**config.mk**
```make
export PLATFORM = sky130hd
export DESIGN_NAME = pc_seq
export DESIGN_NICKNAME = d
export VERILOG_FILES = /design/src/rtl/pc_seq_pkg.sv /design/src/rtl/pc_seq_ret_stack.sv /design/src/rtl/pc_seq.sv
export SDC_FILE = /design/constraint.sdc
export NUM_CORES = 1
export LEC_CHECK = 0
export CAP_MARGIN = 20
export CORE_MARGIN = 2
export CORE_UTILIZATION = 28
export DETAILED_ROUTE_END_ITERATION = 16
export MAX_ROUTING_LAYER = met4
export SLEW_MARGIN = 0
export SYNTH_ARGS = -nofsm -noshare
export SYNTH_HDL_FRONTEND = slang
export SYNTH_SLANG_ARGS = --single-unit
```
**constraint.sdc**
```tcl
create_clock -name clk -period 2.36 [get_ports clk]
set_input_delay 0.59 -clock clk [delete_from_list [all_inputs] [get_ports clk]]
set_output_delay 0.59 -clock clk [all_outputs]
set_load 0.005 [all_outputs]
```
**src/rtl/pc_seq_pkg.sv**
```systemverilog
// rtl/pc_seq_pkg.sv - opcode encodings and sequencer state type shared by pc_seq and its bench
package definitions;

    localparam int OP_W = 5;

    // Opcodes the sequencer reacts to; every other encoding just advances the PC
    localparam logic [OP_W-1:0] NOP  = 5'd0;
    localparam logic [OP_W-1:0] BA   = 5'd1;
    localparam logic [OP_W-1:0] BL   = 5'd2;
    localparam logic [OP_W-1:0] BG   = 5'd3;
    localparam logic [OP_W-1:0] BE   = 5'd4;
    localparam logic [OP_W-1:0] CALL = 5'd5;
    localparam logic [OP_W-1:0] RET  = 5'd6;
    localparam logic [OP_W-1:0] HALT = 5'd7;

    typedef enum logic [1:0] {
        IDLE  = 2'd0,
        RUN   = 2'd1,
        FAULT = 2'd2
    } pc_state_t;

endpackage

```
**src/rtl/pc_seq_ret_stack.sv**
```systemverilog
// rtl/pc_seq_ret_stack.sv - LIFO of return addresses with registered occupancy
module ret_stack #(
    parameter int PC_W        = 8,
    parameter int STACK_DEPTH = 4,
    localparam int SP_W       = $clog2(STACK_DEPTH + 1),
    localparam int AW         = (STACK_DEPTH > 1) ? $clog2(STACK_DEPTH) : 1
) (
    input  logic            clk,
    input  logic            reset,
    input  logic            clear,
    input  logic            push,
    input  logic            pop,
    input  logic [PC_W-1:0] din,
    output logic [PC_W-1:0] dout,
    output logic [SP_W-1:0] sp
);

    logic [PC_W-1:0] mem [0:(2**AW)-1];
    logic [SP_W-1:0] sp_q;
    logic [AW-1:0]   wr_idx;
    logic [AW-1:0]   rd_idx;

    // sp never exceeds STACK_DEPTH <= 2**AW, so the low bits address the slot and
    // wrapping subtraction on those bits still lands on sp-1 for any non-empty stack
    assign wr_idx = sp_q[AW-1:0];
    assign rd_idx = wr_idx - AW'(1);
    assign sp     = sp_q;

    // An empty stack reads as zero so a stray pop can never inject stale data
    assign dout = (sp_q != '0) ? mem[rd_idx] : '0;

    // Entry storage needs no reset: anything at or above sp is don't-care
    always_ff @(posedge clk) begin
        if (push) begin
            mem[wr_idx] <= din;
        end
    end

    // Occupancy counter; clear (program launch) overrides push/pop
    always_ff @(posedge clk or negedge reset) begin
        if (!reset) begin
            sp_q <= '0;
        end else if (clear) begin
            sp_q <= '0;
        end else if (push) begin
            sp_q <= sp_q + SP_W'(1);
        end else if (pop) begin
            sp_q <= sp_q - SP_W'(1);
        end
    end

endmodule

```
**src/rtl/pc_seq.sv**
```systemverilog
// rtl/pc_seq.sv - program counter sequencer with branches, call/return stack and program launch
module pc_seq
    import definitions::*;
#(
    parameter int PC_W        = 8,
    parameter int BAMT_W      = 8,
    parameter int NUM_PROGS   = 3,
    parameter logic [PC_W-1:0] PROG_BASE [NUM_PROGS] = '{8'd0, 8'd25, 8'd44},
    parameter int STACK_DEPTH = 4,
    localparam int IDX_W      = (NUM_PROGS > 1) ? $clog2(NUM_PROGS) : 1,
    localparam int SP_W       = $clog2(STACK_DEPTH + 1)
) (
    input  logic              clk,
    input  logic              reset,
    input  logic [OP_W-1:0]   op,
    input  logic              z,
    input  logic              lt,
    input  logic [BAMT_W-1:0] bamt,
    input  logic              start,
    input  logic              stall,
    output logic [PC_W-1:0]   PC,
    output logic [IDX_W-1:0]  prog_idx,
    output logic              running,
    output logic              done,
    output logic              fault,
    output logic [SP_W-1:0]   sp
);

    localparam logic [IDX_W-1:0] IDX_LAST = IDX_W'(NUM_PROGS - 1);
    localparam logic [SP_W-1:0]  SP_FULL  = SP_W'(STACK_DEPTH);

    pc_state_t       state_q, state_d;
    logic [PC_W-1:0] pc_q, pc_d;
    logic [IDX_W-1:0] idx_q, idx_d;
    logic            done_q, done_d;

    logic            push, pop, clear;
    logic [PC_W-1:0] stack_dout;
    logic [PC_W-1:0] pc_inc;
    logic [PC_W-1:0] pc_br;
    logic            taken;

    ret_stack #(
        .PC_W        (PC_W),
        .STACK_DEPTH (STACK_DEPTH)
    ) u_ret_stack (
        .clk   (clk),
        .reset (reset),
        .clear (clear),
        .push  (push),
        .pop   (pop),
        .din   (pc_inc),
        .dout  (stack_dout),
        .sp    (sp)
    );

    // Both targets wrap modulo 2**PC_W; the offset is sign-extended to PC width
    assign pc_inc = pc_q + PC_W'(1);
    assign pc_br  = pc_q + PC_W'($signed(bamt));
    assign taken  = (op == BA) | ((op == BL) & lt) | ((op == BG) & ~lt) | ((op == BE) & z);

    // State, PC, program index and done pulse all update together on the clock edge
    always_ff @(posedge clk or negedge reset) begin
        if (!reset) begin
            state_q <= IDLE;
            pc_q    <= '0;
            idx_q   <= '0;
            done_q  <= 1'b0;
        end else begin
            state_q <= state_d;
            pc_q    <= pc_d;
            idx_q   <= idx_d;
            done_q  <= done_d;
        end
    end

    // Next-state decode: start beats everything, stall freezes RUN, stack misuse faults
    always_comb begin
        state_d = state_q;
        pc_d    = pc_q;
        idx_d   = idx_q;
        done_d  = 1'b0;
        push    = 1'b0;
        pop     = 1'b0;
        clear   = 1'b0;
        if (start) begin
            pc_d    = PROG_BASE[idx_q];
            clear   = 1'b1;
            idx_d   = (idx_q == IDX_LAST) ? '0 : idx_q + IDX_W'(1);
            state_d = RUN;
        end else if (state_q == RUN && !stall) begin
            case (op)
                CALL: begin
                    if (sp < SP_FULL) begin
                        push = 1'b1;
                        pc_d = pc_br;
                    end else begin
                        state_d = FAULT;
                    end
                end
                RET: begin
                    if (sp != '0) begin
                        pop  = 1'b1;
                        pc_d = stack_dout;
                    end else begin
                        state_d = FAULT;
                    end
                end
                HALT: begin
                    state_d = IDLE;
                    done_d  = 1'b1;
                end
                default: begin
                    pc_d = taken ? pc_br : pc_inc;
                end
            endcase
        end
    end

    assign PC       = pc_q;
    assign prog_idx = idx_q;
    assign done     = done_q;
    assign running  = (state_q == RUN);
    assign fault    = (state_q == FAULT);

endmodule

```
==> flow_summary.toml <==
[logic_synthesis]
synth_edf_count = 32
synthTopCellsByArea = "edfxtp_1 35%, dfrtp_1 15%, ha_1 6.9%, mux4_2 6.6%, xnor2_1 2.6%"
ys_seq_elements = 48
synth.top_cell.area_share_pct = 35.2
synth_ff_type = "edfxtp_1"
yosysMostFrequentCell = "edfxtp_1"
synth_commonest_cells = "32 x edfxtp_1, 16 x dfrtp_1, 15 x ha_1"
syn_area_per_cell_sq_um = 12.3
yosysWarningCount = 0
syn-cell-area_sq_mm = 0.00273
syn-num-nets = 258
ys_async_sr_fraction_pct = 33.3
syn_inst = 222
yosys.area.top_type = "edfxtp_1"
synth_cell_types = 56
ys_seq_area_share_pct = 49.9

[placed_design]
dpl_cell_area_sq_mm = 0.00356
numPortBuffers = 34
gp_congestion = 0.853
dp_hpwl_um = 4970

[sta]
finalSetupTns_ns = 0
worst_slew_pin_slew_ns = 0.434
relSlewSlack_pct = 70.9
whs_ns = 0.514
hold_viol_final = 0
fin_crit_sh_pct = 95.9
period_minus_slack_ns = 2.26
setup_viol = 0
fin_worst_skew_ns = 0.0121
slew_viol_final = 0
fmax_ghz = 0.442

[clock_tree]
clock_latency_ns = 0.30
cts_hold_buf = 0
numCtsBuffers = 5
cts_max_path_buffers = 2
cts_tree = "done"
htreeDepth = 2
clockRootBuffer = "clkbuf_8"
clock-sinks = 48
path_clk_slew_ns = 0.10

[drt]
wl_um = 6630
drt_pass1_iterations = 4
wire_per_inst_um = 15.4
ant_nets = 0
num_vias = 2017
route.detailed.drc = 0
avgViaCountPerCell = 4.69
drt_iter0_drc = 105

[layout]
finish.instance_area_sq_mm = 0.00372
fillers = 908
fin_nets = 332
antenna_cells = 0
drive_gt1_share_pct = 24.6
area_delta_synth_final_pct = 36.4

[critical_path]
end_kind = "flip-flop"
crit_path_start_kind = "input pin"
cp_slowest_cell = "clkdlybuf4s50_1"
cp.required_ns = 2.55
critical_path_class = "in2reg"
worst-path-max-fanout = 7
cpPeakStageDelay_ns = 0.54
path_buf_inv = 1
cp.arrival_ns = 2.46
worstPathCellList = "clkdlybuf4s50_1 > or2_1 > o22a_1 > a311o_1 > and4_4 > a221oi_2 > o21ai_1"
cp_top_family = "compound AO/OA/AOI/OAI gates"

[floorplan]
die_y_um = 103
fp.dieW_um = 103
initial_core_util_pct = 28.4
dieArea_sq_mm = 0.0105
ioPinCount = 35
core_sq_mm = 0.00959
rows = 36

[grt]
grt_pass1_wl_um = 10500
grt-ovfl-total = 0
grt_max_degree = 17
grt_pass1_vias = 2060
antenna_found_initial = 0
track_usage_pct = 13.5

[power_and_ir_drop]
vdd_drop_max_uv = 346
cellLeakagePower_uw = 0.00146
power_density_mw_per_mm2 = 723
total_power_uw = 2690

[job]
drv_cap = 0

[status]
status = "finished, final reports clean"

[worst_hold_path]
hold_class = "reg2reg"
[where the power goes]
part           internal, uW  total, uW  switching [uW]
clock                   427        716             290
combinational           460        885             424
sequential             1010       1090            84.5
total                  1890       2690             798
[logic make-up after synthesis]
family          Yosys count  share of synthesized area, %
simple gates             61                          12.7
compound gates           51                          13.5
flops                    48                          49.9
buf+inv                  20                          3.39
fa+ha+maj                17                          8.35
xor+xnor                 15                          4.82
mux                      10                          7.39
[cells in the final DEF (no fill, tap or decap), drive strengths merged, types with 2 or more instances in the layout]
cell type / count
buf: 42
clkdlybuf4s50: 34
edfxtp: 32
dfrtp: 16
ha: 15
nand2: 14
inv: 12
a21oi: 11
nor2: 9
o21ai: 9
xnor2: 8
mux4: 8
xor2: 7
a21o: 6
nand3: 5
nand2b: 5
and2: 5
clkbuf: 5
nor3: 4
or2: 4
a221oi: 4
and3: 3
o211ai: 3
a22o: 3
o22ai: 3
nor2b: 2
nor4: 2
a211oi: 2
bufinv: 2
nand3b: 2
fa: 2
[registers in the layout, indices dropped and copies added (netlist names)]
register         flops
PC                   8
prog_idx             2
u_ret_stack.mem     32
u_ret_stack.sp       3
done                 1
state_q              2
[cell type report]
| cell class | instances | area (sq um) | share of cell area (%) |
|---|---|---|---|
| flip-flops and latches | 48 | 1360 | 36.6 |
| clock inverters | 3 | 68.8 | 1.85 |
| clock buffers | 5 | 68.8 | 1.85 |
| multi-input cells | 154 | 1300 | 34.8 |
| well taps | 133 | 166 | 4.47 |
| inverters | 11 | 41.3 | 1.11 |
| repair buffers | 76 | 718 | 19.3 |
[metal layers]
metal	GRT usage (%)	wire length, um	part of all wire [%]
met5	-	0	0
met4	4.82	106	1.6
met3	2.92	228	3.4
met2	21.8	3250	49
met1	16.9	3040	46
[path summary, 6_finish.rpt]
| check | startpoint | endpoint | slack, ns | depth (start not counted) |
|---|---|---|---|---|
| hold reg to reg | state_q[0] | state_q[0] | 0.51 | 1 |
| setup reg to reg | u_ret_stack.sp[1] | PC[7] | 0.35 | 8 |
| hold / removal | state_q[0] | state_q[0] | 0.51 | 1 |
| min in group asynchronous | reset | PC[6] | 0.62 | 2 |
| setup / recovery | op[0] | PC[5] | 0.1 | 7 |
| max in group asynchronous | reset | done | 1.54 | 2 |
[stage by stage]
stage	cells	setup WS, ns	utilization (%)
final	430	0.0964	38.8
after global routing	430	-0.0300	38.8
after floorplan	222	0.0499	-
after CTS	430	0.0323	38.6
after detailed placement	422	-0.343	37.1
after global placement	422	-0.341	37.1
[repair_timing]
action / CTS / global route
resized for setup: 1 / 5
cloned: 0 / 0
pin swaps: 0 / 3
setup endpoints to repair: 1 / 4
buffers inserted: 0 / 0
hold endpoints to repair: 0 / 0
No activity file was read; power rests on OpenSTA's default activity.
